File: config.mk
export PLATFORM = sky130hd
export DESIGN_NAME = seg_disp_multi
export DESIGN_NICKNAME = d
export VERILOG_FILES = /design/src/rtl/seg_disp_multi.sv
export SDC_FILE = /design/constraint.sdc
export NUM_CORES = 1
export LEC_CHECK = 0
export CAP_MARGIN = 0
export CORE_MARGIN = 4
export CORE_UTILIZATION = 57
export CTS_BUF_LIST = sky130_fd_sc_hd__clkbuf_8
export DETAILED_ROUTE_END_ITERATION = 10
export GPL_ROUTABILITY_DRIVEN = 0
export MAX_ROUTING_LAYER = met4
export PLACE_DENSITY = 0.8
export SYNTH_ARGS = -nofsm -noshare
export SYNTH_HDL_FRONTEND = slang
export SYNTH_SLANG_ARGS = --single-unit
File: constraint.sdc
create_clock -name CLOCK_50 -period 9.93 [get_ports CLOCK_50]
set_input_delay 1.4895 -clock CLOCK_50 [delete_from_list [all_inputs] [get_ports CLOCK_50]]
set_output_delay 1.4895 -clock CLOCK_50 [all_outputs]
set_load 0.005 [all_outputs]
File: src/rtl/seg_disp_multi.sv
// seg_disp_multi: multi-channel binary to 7-segment driver.
// Captures NUM_CH binary values on load, converts each channel in turn with a
// bit-serial double-dabble engine, then commits every HEX field in one edge so
// the display never shows a half-updated set of channels.
//
// state    | meaning
// S_IDLE   | waiting for load; hex holds last committed patterns
// S_CONV   | one double-dabble shift per clock, channels in sequence
// S_COMMIT | register all hex fields, pulse done, clear busy
module seg_disp_multi #(
  parameter int NUM_CH   = 3,
  parameter int IN_W     = 7,
  parameter int DIGITS   = 3,
  parameter int BLANK_LZ = 1
) (
  input  logic                         CLOCK_50,
  input  logic                         reset,
  input  logic                         load,
  input  logic [NUM_CH*IN_W-1:0]       value,
  input  logic [NUM_CH-1:0]            blank_mask,
  output logic                         busy,
  output logic                         done,
  output logic [7*NUM_CH*DIGITS-1:0]   hex
);

  localparam int BCD_W = 4 * DIGITS;
  localparam int DD_W  = BCD_W + IN_W;
  localparam int CH_W  = (NUM_CH > 1) ? $clog2(NUM_CH) : 1;
  localparam int BIT_W = $clog2(IN_W + 1);
  localparam int HEX_W = 7 * NUM_CH * DIGITS;
  localparam logic [31:0] MAX_V = 32'(10 ** DIGITS - 1);

  typedef enum logic [1:0] {S_IDLE, S_CONV, S_COMMIT} state_t;

  state_t                   state_q, state_d;
  logic [NUM_CH*IN_W-1:0]   val_q, val_d;
  logic [NUM_CH-1:0]        mask_q, mask_d;
  logic [NUM_CH-1:0]        ovf_q, ovf_d;
  logic [CH_W-1:0]          ch_q, ch_d;
  logic [BIT_W-1:0]         bit_q, bit_d;
  logic [DD_W-1:0]          dd_q, dd_d;
  logic [NUM_CH*BCD_W-1:0]  stage_q, stage_d;
  logic [HEX_W-1:0]         hex_q, hex_d;
  logic                     busy_q, busy_d;
  logic                     done_q, done_d;

  logic [DD_W-1:0]          dd_adj, dd_shift;
  logic [NUM_CH-1:0]        ovf_in;
  logic [HEX_W-1:0]         hex_enc;

  function automatic logic [6:0] seg7(input logic [3:0] n);
    case (n)
      4'd0:    return 7'b0000001;
      4'd1:    return 7'b1001111;
      4'd2:    return 7'b0010010;
      4'd3:    return 7'b0000110;
      4'd4:    return 7'b1001100;
      4'd5:    return 7'b0100100;
      4'd6:    return 7'b0100000;
      4'd7:    return 7'b0001111;
      4'd8:    return 7'b0000000;
      4'd9:    return 7'b0000100;
      default: return 7'b1111111;
    endcase
  endfunction

  // One double-dabble step: add 3 to nibbles >= 5, then shift left by one.
  always_comb begin
    dd_adj = dd_q;
    for (int i = 0; i < DIGITS; i++) begin
      if (dd_q[IN_W+4*i +: 4] >= 4'd5)
        dd_adj[IN_W+4*i +: 4] = dd_q[IN_W+4*i +: 4] + 4'd3;
    end
    dd_shift = {dd_adj[DD_W-2:0], 1'b0};
  end

  // Overflow flags are taken from the raw inputs at load time.
  always_comb begin
    ovf_in = '0;
    for (int k = 0; k < NUM_CH; k++)
      ovf_in[k] = 32'(value[k*IN_W +: IN_W]) > MAX_V;
  end

  // Segment fields from staged BCD: mask, then overflow dash, then leading-zero blank.
  always_comb begin
    logic       nz;
    logic [3:0] dig;
    hex_enc = '1;
    nz      = 1'b0;
    dig     = 4'd0;
    for (int k = 0; k < NUM_CH; k++) begin
      nz = 1'b0;
      for (int d = DIGITS - 1; d >= 0; d--) begin
        dig = stage_q[(k*DIGITS+d)*4 +: 4];
        nz  = nz | (dig != 4'd0);
        if (mask_q[k])
          hex_enc[(k*DIGITS+d)*7 +: 7] = 7'h7F;
        else if (ovf_q[k])
          hex_enc[(k*DIGITS+d)*7 +: 7] = 7'b1111110;
        else if ((BLANK_LZ != 0) && (d != 0) && !nz)
          hex_enc[(k*DIGITS+d)*7 +: 7] = 7'h7F;
        else
          hex_enc[(k*DIGITS+d)*7 +: 7] = seg7(dig);
      end
    end
  end

  // Next-state logic for the controller and datapath registers.
  always_comb begin
    state_d = state_q;
    val_d   = val_q;
    mask_d  = mask_q;
    ovf_d   = ovf_q;
    ch_d    = ch_q;
    bit_d   = bit_q;
    dd_d    = dd_q;
    stage_d = stage_q;
    hex_d   = hex_q;
    busy_d  = busy_q;
    done_d  = 1'b0;
    case (state_q)
      S_IDLE: begin
        if (load) begin
          val_d   = value;
          mask_d  = blank_mask;
          ovf_d   = ovf_in;
          ch_d    = '0;
          bit_d   = '0;
          dd_d    = {{BCD_W{1'b0}}, value[IN_W-1:0]};
          busy_d  = 1'b1;
          state_d = S_CONV;
        end
      end
      S_CONV: begin
        dd_d  = dd_shift;
        bit_d = bit_q + BIT_W'(1);
        if (bit_q == BIT_W'(IN_W - 1)) begin
          stage_d[int'(ch_q)*BCD_W +: BCD_W] = dd_shift[DD_W-1 -: BCD_W];
          bit_d = '0;
          if (ch_q == CH_W'(NUM_CH - 1)) begin
            state_d = S_COMMIT;
          end else begin
            ch_d = ch_q + CH_W'(1);
            dd_d = {{BCD_W{1'b0}}, val_q[(int'(ch_q)+1)*IN_W +: IN_W]};
          end
        end
      end
      S_COMMIT: begin
        hex_d   = hex_enc;
        done_d  = 1'b1;
        busy_d  = 1'b0;
        state_d = S_IDLE;
      end
      default: state_d = S_IDLE;
    endcase
  end

  // Register bank; reset blanks the display and abandons any conversion.
  always_ff @(posedge CLOCK_50) begin
    if (reset) begin
      state_q <= S_IDLE;
      val_q   <= '0;
      mask_q  <= '0;
      ovf_q   <= '0;
      ch_q    <= '0;
      bit_q   <= '0;
      dd_q    <= '0;
      stage_q <= '0;
      hex_q   <= '1;
      busy_q  <= 1'b0;
      done_q  <= 1'b0;
    end else begin
      state_q <= state_d;
      val_q   <= val_d;
      mask_q  <= mask_d;
      ovf_q   <= ovf_d;
      ch_q    <= ch_d;
      bit_q   <= bit_d;
      dd_q    <= dd_d;
      stage_q <= stage_d;
      hex_q   <= hex_d;
      busy_q  <= busy_d;
      done_q  <= done_d;
    end
  end

  assign busy = busy_q;
  assign done = done_q;
  assign hex  = hex_q;

endmodule

==> impl_results.md <==
- Antenna diodes: 0
- Fin util: 68.0%
- Count leader, synth: dfxtp_1
- Cell variety after synth: 73
- Routed WL: 22100 um
- Net count after synthesis: 1198
- Power density cells: 146 mW/mm^2
- FP Rows: 47
- Synth Warn #: 0
- Fin. max-slew vios: 0
- FF+latch count, synth: 207
- CTS buffer count: 35
- Hold bufs inserted after CTS: 0
- Die Height: 138 um
- Drt first pass iters: 5
- Hold slack final: 0.445 ns
- Post-route ant nets: 0
- Largest net degree at the start of global routing: 80
- RSZ-0062 raised after global routing: false
- Post-route total power: 1.64 mW
- Initial DRC count: 564
- Kind of critical path: reg -> reg
- Clock Pin Slew Worst Setup and Hold Paths: 0.06 ns
- Vias per cell: 5.73
- Final setup viols: 0
- Simple-gate share of the synthesized area: 19.3%
- Vias post-DR: 8105
- Mux cell area share after synthesis: 2.58%
- Worst slew margin: 40.6%
- IO buf count: 91
- RR Startpoint: ch_q[1]
- Asr flop ratio synth: 0%
- First element of the critical path: ch_q[1]
- Cell count after placement: 1359
- Area Growth Syn to Fin: 16.9%
- Fin crit period: 3.97 ns
- Final-report hold violation count: 0
- Crit path launch type: register
- Syn Inst Count: 1106
- DP HPWL: 15000 um
- Share of layout cells above drive strength 1: 5.78%
- CP bufs+invs: 2
- Global route total overflow: 0
- Wirelength per Cell: 15.6 um
- Synth Area in XOR/XNOR: 0.182%
- Max clock buf depth: 3
- EDFF count, synth: 0
- Data arrival, critical path: 4.39 ns
- Peak Freq: 252 MHz
- Die Wd: 138 um
- Status: complete, no violations
- CTS tree: yes
- Filler cells: 1371
- Clk root buf: clkbuf_8
- Synth Area in Adders: 8.43%
- Die ar.: 0.0191 mm^2
- Max cap viols: 0
- GRT Total Usage: 23.0%
- Critical Path Sink Type: register
- Worst VDD drop: 115 uV
- Io pins: 92
- Actual slew at the worst max-slew pin: 0.889 ns
- Largest family of logic cells by synthesized area: compound AO/OA/AOI/OAI gates
- Top-area cell type share of the netlist area: 43.0%
- Worst path slowest cell: ha_1
- Primary FF master, synth: dfxtp_1
- # resized after CTS: 0
- Residual DRC count: 0
- Worst skew pair latency: 0.51 ns
- CTS H-tree depth: 2
- Fin Setup TNS: 0 ns
- Cells along the critical path: inv_1, ha_1, or4b_1, nor3_2, or2b_1, o31a_1, ha_1, inv_1, nor2_1, o311a_1, a311oi_1
- Required time of the worst setup path: 10.35 ns
- CP peak stage delay: 0.64 ns
- Clock skew: 0.0113 ns
- Core region area: 0.0166 mm^2
- Largest area contributor in the netlist: dfxtp_1
- Pleak: 4.75 nW
- Starting Density: 58.2%
- Initial antenna violation count: 0
- # clock sinks: 207
- Fraction of the mapped netlist area in compound gates: 21.4%
- Synth top area cells: dfxtp_1, ha_1, nand2_1, a21oi_1, nand2b_1
- Nets@finish: 1268
- First-pass GRT wire length: 36900 um
- Sequential cell area fraction in the yosys report: 43.0%
- Post-route insts no fill: 1414
- Synth cell count leaders: dfxtp_1, nand2_1, nor2_1
- Vias in the first global route: 7686
- Mean post-synth cell area: 8.72 um^2
- Delay-heaviest family, CP: simple AND/OR/NAND/NOR gates
- Setup bufs post-CTS: 0
- Cell Area, Synth: 0.00965 mm^2
- Worst hold path class: reg -> reg
- CP max FO: 19
- Final worst-path cycle share: 40.0%
## where the power goes
group          total [mW]  internal, mW  switching (mW)  leakage [nW]
Clock               0.741         0.423           0.318         0.383
Combinational      0.0531        0.0238          0.0294          2.70
Sequential          0.847         0.838         0.00841          1.67
## worst reg2reg max path: cells and delay by family (launching register included)
kind                       cells  cell delay, ns
AOI/OAI and AO/OA              3            0.93
and+or+nand+nor                4            1.32
adders and majority gates      2            0.86
DFF                            1            0.55
buffers and inverters          2            0.22
## cell families after synthesis
group / after synthesis
xor gates and xnor gates: 2
muxes: 24
adders and majority gates: 65
AOI/OAI and AO/OA: 310
buffers and inverters: 121
and+or+nand+nor: 377
DFF: 207
## per-layer routing
metal	wire length (um)	GRT usage [%]	up-vias	share of wire, %
li1	-	-	4041	-
met1	9770	29.3	3746	44
met2	10400	37.0	265	47
met3	1410	4.73	53	6.4
met4	524	7.07	0	2.4
met5	0	-	-	0
## through the flow
step | setup slack (ns) | area [um^2]
finish | 5.96 | 11300
global route | 5.52 | 11300
CTS | 5.99 | 11300
detailed placement | 5.91 | 10600
global placement | 6.03 | 10600
floorplan | 6.51 | 9650
## layout by cell type, fill, tap and decap left out, types with 18 or more instances in the layout
cell,Yosys,final
dfxtp_1,207,207
nand2_1,117,117
clkdlybuf4s50_1,0,90
nor2_1,81,80
a21oi_1,76,76
ha_1,65,65
inv_1,54,63
nor3_1,54,54
nand2b_1,53,53
o22ai_1,43,43
clkbuf_8,0,41
o21ai_0,31,31
a22oi_1,28,28
o21bai_1,23,23
mux2i_1,20,20
a211oi_1,18,18
## final cells by class
type	count	area, um^2	area share [%]
Multi-Input combinational cell	778	5020	44.5
Sequential cell	207	4140	36.8
Timing Repair Buffer	96	946	8.39
Clock buffer	41	564	5.00
Tap cell	220	275	2.44
Inverter	58	218	1.93
Clock inverter	14	109	0.965
## path summary, 6_finish.rpt
check | depth (start not counted) | end | slack, ns
max reg2reg | 11 | register | 5.96
min | 2 | hex[8] | 0.44
min reg2reg | 2 | hex[8] | 0.44
max | 11 | register | 5.96
No activity file was read; power rests on OpenSTA's default activity.
